## src/rtl/vpe_relu_writeback.sv

```systemverilog
// ReLU + FIFO + row-coalescing writeback stage feeding the VPE register file.
// Optional perf counters enabled by defining VPE_WB_PERF_EN.
module vpe_relu_writeback #(
   parameter int unsigned FIFO_DEPTH    = 4,
   parameter int unsigned FLUSH_TIMEOUT = 8
) (
   input  logic         clk,
   input  logic         rst,
   input  logic [63:0]  i_data,
   input  logic         i_data_v,
   input  logic         i_en_relu,
   input  logic [4:0]   i_rf_idx,
   input  logic [1:0]   i_rf_mux,
   output logic         o_rf_wr_en,
   output logic [4:0]   o_rf_wr_addr,
   output logic [255:0] o_rf_wr_data,
   output logic [3:0]   o_rf_wr_be,
   input  logic         i_rf_wr_rdy,
   output logic         o_ovf,
   output logic         o_busy
`ifdef VPE_WB_PERF_EN
   ,
   output logic [15:0]  o_perf_wr_cnt,
   output logic [15:0]  o_perf_drop_cnt
`endif
);

   localparam int unsigned AW = (FIFO_DEPTH > 1) ? $clog2(FIFO_DEPTH) : 1;
   localparam int unsigned TW = (FLUSH_TIMEOUT > 1) ? $clog2(FLUSH_TIMEOUT) : 1;
   localparam int unsigned EW = 71;

   typedef enum logic [1:0] {StIdle, StCollect, StWrite} state_e;

   // Stage R
   logic [63:0] relu_data;
   logic        r_v_q;
   logic [63:0] r_data_q;
   logic [4:0]  r_idx_q;
   logic [1:0]  r_mux_q;

   always_comb begin
      relu_data = i_data;
      for (int b = 0; b < 8; b++) begin
         if (i_en_relu && i_data[8*b+7]) relu_data[8*b +: 8] = 8'h00;
      end
   end

   always_ff @(posedge clk or posedge rst) begin
      if (rst) begin
         r_v_q    <= 1'b0;
         r_data_q <= '0;
         r_idx_q  <= '0;
         r_mux_q  <= '0;
      end else begin
         r_v_q    <= i_data_v;
         r_data_q <= relu_data;
         r_idx_q  <= i_rf_idx;
         r_mux_q  <= i_rf_mux;
      end
   end

   // FIFO
   logic [EW-1:0] mem_q [FIFO_DEPTH];
   logic [AW-1:0] wr_ptr_q, rd_ptr_q;
   logic [AW:0]   cnt_q;
   logic          fifo_full, fifo_empty, pop, push_ok, drop;
   logic [EW-1:0] head;
   logic [4:0]    head_idx;
   logic [1:0]    head_mux;
   logic [63:0]   head_data;
   logic          ovf_q;

   assign fifo_full  = (cnt_q == (AW+1)'(FIFO_DEPTH));
   assign fifo_empty = (cnt_q == '0);
   assign push_ok    = r_v_q && (!fifo_full || pop);
   assign drop       = r_v_q && fifo_full && !pop;
   assign head       = mem_q[rd_ptr_q];
   assign head_idx   = head[70:66];
   assign head_mux   = head[65:64];
   assign head_data  = head[63:0];

   always_ff @(posedge clk) begin
      if (push_ok) mem_q[wr_ptr_q] <= {r_idx_q, r_mux_q, r_data_q};
   end

   always_ff @(posedge clk or posedge rst) begin
      if (rst) begin
         wr_ptr_q <= '0;
         rd_ptr_q <= '0;
         cnt_q    <= '0;
         ovf_q    <= 1'b0;
      end else begin
         if (push_ok) wr_ptr_q <= wr_ptr_q + 1'b1;
         if (pop)     rd_ptr_q <= rd_ptr_q + 1'b1;
         if (push_ok && !pop)      cnt_q <= cnt_q + 1'b1;
         else if (!push_ok && pop) cnt_q <= cnt_q - 1'b1;
         if (drop) ovf_q <= 1'b1;
      end
   end

   // Row coalescing FSM
   state_e         state_q, state_d;
   logic [255:0]   row_data_q, row_data_d;
   logic [3:0]     be_q, be_d;
   logic [4:0]     row_idx_q, row_idx_d;
   logic [TW-1:0]  timer_q, timer_d;
   logic           merge, wr_fire;

   always_comb begin
      state_d    = state_q;
      row_data_d = row_data_q;
      be_d       = be_q;
      row_idx_d  = row_idx_q;
      timer_d    = timer_q;
      pop        = 1'b0;
      merge      = 1'b0;
      wr_fire    = 1'b0;
      unique case (state_q)
         StIdle: begin
            if (!fifo_empty) begin
               pop       = 1'b1;
               merge     = 1'b1;
               row_idx_d = head_idx;
               timer_d   = '0;
               state_d   = StCollect;
            end
         end
         StCollect: begin
            if (be_q == 4'hF) begin
               state_d = StWrite;
            end else if (!fifo_empty) begin
               if (head_idx == row_idx_q && !be_q[head_mux]) begin
                  pop     = 1'b1;
                  merge   = 1'b1;
                  timer_d = '0;
               end else begin
                  state_d = StWrite;
               end
            end else if (timer_q == TW'(FLUSH_TIMEOUT - 1)) begin
               state_d = StWrite;
            end else begin
               timer_d = timer_q + 1'b1;
            end
         end
         StWrite: begin
            if (i_rf_wr_rdy) begin
               wr_fire    = 1'b1;
               be_d       = '0;
               row_data_d = '0;
               timer_d    = '0;
               state_d    = StIdle;
            end
         end
         default: state_d = StIdle;
      endcase
      if (merge) begin
         be_d[head_mux] = 1'b1;
         for (int k = 0; k < 4; k++) begin
            if (head_mux == 2'(k)) row_data_d[64*k +: 64] = head_data;
         end
      end
   end

   always_ff @(posedge clk or posedge rst) begin
      if (rst) begin
         state_q    <= StIdle;
         row_data_q <= '0;
         be_q       <= '0;
         row_idx_q  <= '0;
         timer_q    <= '0;
      end else begin
         state_q    <= state_d;
         row_data_q <= row_data_d;
         be_q       <= be_d;
         row_idx_q  <= row_idx_d;
         timer_q    <= timer_d;
      end
   end

   // Request fields are only exposed while a write is pending
   assign o_rf_wr_en   = (state_q == StWrite);
   assign o_rf_wr_addr = o_rf_wr_en ? row_idx_q  : '0;
   assign o_rf_wr_data = o_rf_wr_en ? row_data_q : '0;
   assign o_rf_wr_be   = o_rf_wr_en ? be_q       : '0;
   assign o_ovf        = ovf_q;
   assign o_busy       = r_v_q || !fifo_empty || (state_q != StIdle);

`ifdef VPE_WB_PERF_EN
   logic [15:0] perf_wr_q, perf_drop_q;

   always_ff @(posedge clk or posedge rst) begin
      if (rst) begin
         perf_wr_q   <= '0;
         perf_drop_q <= '0;
      end else begin
         if (wr_fire && perf_wr_q != 16'hFFFF)  perf_wr_q   <= perf_wr_q + 1'b1;
         if (drop && perf_drop_q != 16'hFFFF)   perf_drop_q <= perf_drop_q + 1'b1;
      end
   end

   assign o_perf_wr_cnt   = perf_wr_q;
   assign o_perf_drop_cnt = perf_drop_q;
`else
   logic unused_wr_fire;
   assign unused_wr_fire = wr_fire;
`endif

endmodule
```

## config.mk

```make
export PLATFORM = sky130hd
export DESIGN_NAME = vpe_relu_writeback
export DESIGN_NICKNAME = d
export VERILOG_FILES = /design/src/rtl/vpe_relu_writeback.sv
export SDC_FILE = /design/constraint.sdc
export NUM_CORES = 1
export LEC_CHECK = 0
export ABC_CLOCK_PERIOD_IN_PS = 14400
export BUFFER_PORTS_ARGS = -buffer_cell sky130_fd_sc_hd__buf_2
export CAP_MARGIN = 20
export CORE_MARGIN = 3
export CORE_UTILIZATION = 35
export CTS_BUF_LIST = sky130_fd_sc_hd__clkbuf_16
export DETAILED_ROUTE_END_ITERATION = 10
export GPL_TIMING_DRIVEN = 0
export HOLD_SLACK_MARGIN = 0.03
export MAX_ROUTING_LAYER = met4
export PLACE_DENSITY = 0.51
export SLEW_MARGIN = 20
export SYNTH_ARGS = -nofsm -noshare
export SYNTH_HDL_FRONTEND = slang
export SYNTH_SLANG_ARGS = --single-unit
```

## constraint.sdc

```tcl
create_clock -name clk -period 14.4 [get_ports clk]
set_clock_uncertainty 0.1 [all_clocks]
set_input_delay 0.72 -clock clk [delete_from_list [all_inputs] [get_ports clk]]
set_output_delay 0.72 -clock clk [all_outputs]
set_load 0.01 [all_outputs]
```

### Word-level counts from Yosys, hierarchy flattened

Memory sizes are Yosys's and may differ from the RTL's.
Cells that the tools add are included.

* memory bits (read-only): 0
* bits in latches: 0
* bits of input ports: 76
* word-level logic and storage cells: 119
* memories: 1
* flip-flop bits (word level): 350
* output and inout bits: 268
* RAM bits: 284

Memories
* mem_q: words 4, width 71, rd ports 1, clocked after memory_dff 0, wr ports 1, RTL line 63 `logic [EW-1:0] mem_q [FIFO_DEPTH];`

* add/sub/neg operators: 5
* bitwise operators: 2
* divide/modulo/power cells: 0
* $mul: 0
* $lt $le $gt $ge: 2
* eq/ne operators: 16
* shift operators: 0
* multiplexer cells: 48
* reductions and logical operators: 32

Operators with widths (number)
* $mux W256: 4
* $mux W64: 4
* $mux W8: 8
* $mux W3: 8
* $mux W4: 4
* $logic_and A1 B1 Y1: 15
* $mux W2: 6
* $pmux W3 S3: 1
* $mux W1: 8
* $ne A4 B4 Y1 const B: 2
* $add A3 B1 Y3 const B: 2
* $eq A2 B2 Y1 const B: 3
* $eq A3 B3 Y1 const B: 2
* $ne A3 B3 Y1 const B: 2
* $pmux W2 S3: 1
* $reduce_and A6 Y1: 1
* $eq A5 B5 Y1: 1
* $logic_not A1 Y1: 5
* $mux W5: 1
* $add A2 B1 Y2 const B: 2
* $eq A2 B1 Y1 const B: 2
* $eq A4 B4 Y1 const B: 1
* $logic_not A2 Y1: 2
* $ne A2 B2 Y1 const B: 2
* 15 further kinds: 18

### Logic depth before layout (Yosys ltp)

An unclocked memory read counts as a cell.

* depth after elaboration: 15
* depth in mapped cells: 14
* mapped depth without buffers: 13

### Worst setup path after synthesis

No wires, ideal clock.

* path kind: register to register
* start point: register rd_ptr_q[0]
* end point: memory mem_q[0][0] (enable)
* arrival: 5.218 ns
* setup time: 0.500 ns
* data required time: 13.800 ns
* slack: 8.581 ns
* clock period less this slack: 5.819 ns
* stages on the path, launching flop included: 9
* buffers on the path: 1
* cells stage by stage: dfrtp_1 > buf_2 > mux4_2 > xor2_1 > a211oi_1 > and4_2 > a21oi_4 > a31o_2 > nor2_1

* word-level cells in the longest chain between the ends: 13
* elaborated cells between the ends (all ways): 14
* classes of those cells: eq/ne: 1; mux: 8; reduce/logical: 4; memory: 1

RTL lines
* start: declaration: RTL line 64 `logic [AW-1:0] wr_ptr_q, rd_ptr_q;`
* start signal: assignment: RTL line 94 `if (pop) rd_ptr_q <= rd_ptr_q + 1'b1;`
* $mem_v2 Z4 W71 *
* $bmux W1 S2: RTL line 132 `if (head_idx == row_idx_q && !be_q[head_mux]) begin`
* $mux W1 (implied by the code): RTL line 132
* $logic_not A1 Y1: RTL line 132
* $logic_and A1 B1 Y1 *: RTL line 132
* $mux W1 *: RTL line 132
* $mux W1 *: RTL line 131 `end else if (!fifo_empty) begin`
* $mux W1 *: RTL line 129 `if (be_q == 4'hF) begin`
* $pmux W1 S2 *: RTL line 118 `unique case (state_q)`
* $logic_or A1 B1 Y1 *: RTL line 75 `assign push_ok = r_v_q && (!fifo_full || pop);`
* $logic_and A1 B1 Y1 *: RTL line 75
* $mux W1 *: RTL line 83 `if (push_ok) mem_q[wr_ptr_q] <= {r_idx_q, r_mux_q, r_data_q};`
* $mux W1 (implied by the code) *: RTL line 83
* end: declaration: RTL line 63

Mark *: on every way between the ends. The rest lies on a longest branch, timed or not. The select of a mux whose other input is x is not followed.

### Worst setup path after layout

* start point: register state_q[1]
* end point: output o_rf_wr_data[220]

* word-level cells in the longest chain between the ends: 2

RTL lines
* start: declaration: RTL line 102 `state_e state_q, state_d;`
* start signal: assignment: RTL line 166 `state_q <= StIdle;`
* start signal: assignment: RTL line 172 `state_q <= state_d;`
* $eq A2 B2 Y1: RTL line 181 `assign o_rf_wr_en = (state_q == StWrite);`
* $mux W256: RTL line 183 `assign o_rf_wr_data = o_rf_wr_en ? row_data_q : '0;`
* end: declaration: RTL line 16 `output logic [255:0] o_rf_wr_data,`

No other way between the ends.

==> impl_metrics.py <==
metrics = {
    "run_status": {
        "status": "finished clean",
    },
    "floorplan": {
        "io_pins": 344,
        "dieArea_um2": 78800,
        "initial_utilization_pct": 35.4,
        "placeableCoreArea_um2": 74600,
        "die_w_um": 281,
        "rows": 100,
        "die_y_um": 281,
    },
    "grt": {
        "grt_pass1_vias": 17400,
        "grt_pass1_wl_um": 114000,
        "grtUsageTotal_pct": 20.1,
        "grt_max_degree": 84,
        "grt-ovfl-total": 0,
        "antenna_found_initial": 11,
    },
    "pwr": {
        "power.leakage_nw": 14.0,
        "intPower_w": 0.00443,
        "netSwitchingFraction_pct": 35.8,
        "vdd_drop_max_mv": 0.0929,
        "combPwrFrac_pct": 35.8,
        "power_w": 0.00691,
        "cellPowerDensity_nw_per_um2": 215,
        "p_clk_share_pct": 25.7,
        "power.switching_w": 0.00247,
        "pwr-share-seq_pct": 38.6,
    },
    "clock_network": {
        "numCtsBuffers": 69,
        "htreeDepth": 3,
        "clock_sinks": 634,
        "clk_pin_slew_ns": 0.06,
        "ctsLongestPathBuffers": 3,
        "ctsResizeCount": 0,
        "clkLatencyLatePin_ns": 0.60,
        "cts_tree": "yes",
        "cts_root_buf": "clkbuf_16",
    },
    "drt": {
        "totalWireLength_um": 76400,
        "drc_errors": 0,
        "vias": 16500,
        "ant_nets": 0,
        "drt_iter0_markers": 914,
        "wl_per_cell_um": 22.2,
        "avgViaCountPerCell": 4.79,
        "firstDrtPassIters": 5,
    },
    "synthesis": {
        "yosysMostFrequentCell": "dfrtp_1",
        "yosysTopAreaCell": "dfrtp_1",
        "yosysUniqueCellTypes": 41,
        "synth_commonest_cells": "350 x dfrtp_1, 348 x nand2_1, 321 x and2_1, 320 x mux2i_1, 284 x edfxtp_1",
        "syn_nets": 2057,
        "synth_area_um2": 26400,
        "async_flop_share_pct": 55.2,
        "synth-edff-count": 284,
        "synth_seq_area_share_pct": 65.5,
        "ys.flop_type": "dfrtp_1",
        "avgSynthCellArea_um2": 13.4,
        "synth_top_cells_by_area": "dfrtp_1 33%, edfxtp_1 32%, mux2i_1 12%",
        "yosys_register_bits": 634,
        "syn_inst": 1973,
        "yosysWarnings": 0,
        "synth_top_area_share_pct": 33.2,
    },
    "timing": {
        "hold-worst-slack_ns": 0.136,
        "rsz0062_at_grt": "no",
        "tightest_slew_ns": 1.10,
        "final_hold_viol_count": 0,
        "fin_crit_sh_pct": 30.3,
        "finalSetupViolCount": 0,
        "fmax_mhz": 230,
        "fin_crit_ns": 4.36,
        "drv_slew": 0,
        "tns_ns": 0,
        "slew_headroom_pct": 25.8,
    },
    "hold_path": {
        "min_path_type": "in2reg",
    },
    "critical_path": {
        "critical_path_required_ns": 13.58,
        "path_max_fanout": 10,
        "max_stage_delay_ns": 0.76,
        "cp_data_arrival_time_ns": 3.54,
        "crit_chain": "clkbuf_1 > nor2b_1 > clkbuf_1 > clkbuf_1 > clkbuf_1 > and2_1 > buf_2",
        "cp-end-kind": "output port",
        "slowest_stage": "clkbuf_1",
        "cpLargestDelayFamily": "buffers and inverters",
        "criticalPathCategory": "reg2out",
        "cpMostUsedCell": "clkbuf_1",
        "crit_path_start_kind": "flop",
        "crit_buf_inv": 5,
    },
    "placed_design": {
        "dpl.hpwl_um": 53400,
        "dpl-instance-area_um2": 29900,
        "gp_congestion": 0.781,
        "io_buffers": 343,
    },
    "layout": {
        "areaGrowthSynthToFinish_pct": 21.7,
        "fin_area_um2": 32100,
        "multi_input_area_um2": 8430,
        "fill_cells": 6969,
        "final_layout_size_suffix_gt1_share_pct": 23.6,
        "seqCellArea_um2": 17300,
        "num-nets-final": 2493,
    },
    "flow_run": {
        "drv_cap": 0,
    },
}
## flip-flops by register name (all words and copies together), names as in the netlist, 3 cells and up
name        count
r_data_q       64
mem_q         284
timer_q         3
row_idx_q       5
cnt_q           3
row_data_q    256
be_q            4
r_idx_q         5
## final cells by class
cell class,instances,share of cell area [%]
tap,969,3.77
inverter,11,0.152
buffer,120,2.14
clock inverter,51,1.34
antenna,5,0.0389
timing repair buffer,365,6.85
sequential,634,53.8
clock buffer,73,5.68
multi-input combinational,1208,26.2
## power by group through the flow
stage	registers, W	clock network (W)	logic, W
after floorplan	0.00263	0	0.00158
after global placement	0.00273	0	0.00239
after detailed placement	0.00269	0	0.00252
after CTS	0.00266	0.00183	0.00253
after global routing	0.00272	0.00190	0.00272
final	0.00266	0.00177	0.00247
## cell usage in the layout, fill, tap and decap left out, drive strengths merged, types with 7 or more instances in the layout
cell / instances
clkinv: 21
ha: 7
mux4: 9
mux2: 68
buf: 400
inv: 30
nor2: 13
o21ai: 67
nor2b: 13
bufinv: 8
clkbuf: 157
mux2i: 320
and2: 321
nand2: 348
dfrtp: 350
edfxtp: 284
## repair_timing
| action | 4_1_cts | 5_1_grt |
|---|---|---|
| endpoints found under the hold margin | 18 | 0 |
| endpoints found under the setup margin | 0 | 0 |
| hold buffers | 1 | 0 |
| setup buffers | 0 | 0 |
## final timing paths
kind                                         startpoint                  endpoint  slack, ns  cells after the start
min in group asynchronous                           rst  row_data_q[99]$_DFF_PP0_       0.59                      3
worst min-delay path                        i_rf_idx[3]      r_idx_q[3]$_DFF_PP0_       0.14                      1
max in group asynchronous                           rst     r_data_q[7]$_DFF_PP0_      12.41                      5
worst max register to register  rd_ptr_q[0]$_DFFE_PP0N_    mem_q[0][41]$_DFFE_PP_      10.14                     10
worst max-delay path             state_q[1]$_DFFE_PP0P_         o_rf_wr_data[220]      10.04                      7
worst min register to register        o_ovf$_DFFE_PP0P_         o_ovf$_DFFE_PP0P_       0.37                      1
## per-layer routing
layer / track usage, % / part of all wire (%)
met2: 33.0 / 49
met4: 5.16 / 2.1
met1: 26.3 / 44
met3: 2.92 / 4.3
met5: - / 0
## stage by stage
step / setup slack, ns / std cells / utilization (%)
6_report: 10.04 / 3436 / 43.1
5_1_grt: 9.72 / 3435 / 43.1
4_1_cts: 9.89 / 3430 / 43.1
3_5_place_dp: 10.06 / 3305 / 40.0
2_1_floorplan: 3.87 / 1973 / -
3_3_place_gp: -1.08 / 3285 / 39.3
## cell families (layout without fill, tap and decap cells)
family,Yosys count,count (layout),synth area share [%]
AND/OR/NAND/NOR,708,708,13.4
AO/OA/AOI/OAI,84,84,1.83
multiplexers,397,397,15.8
adder cells (fa/ha/maj),8,8,0.407
other,0,5,0
flip-flops,634,634,65.5
XOR/XNOR,11,11,0.365
buffers and inverters,131,620,2.73
Note: power is estimated with default switching activity, not from simulation.
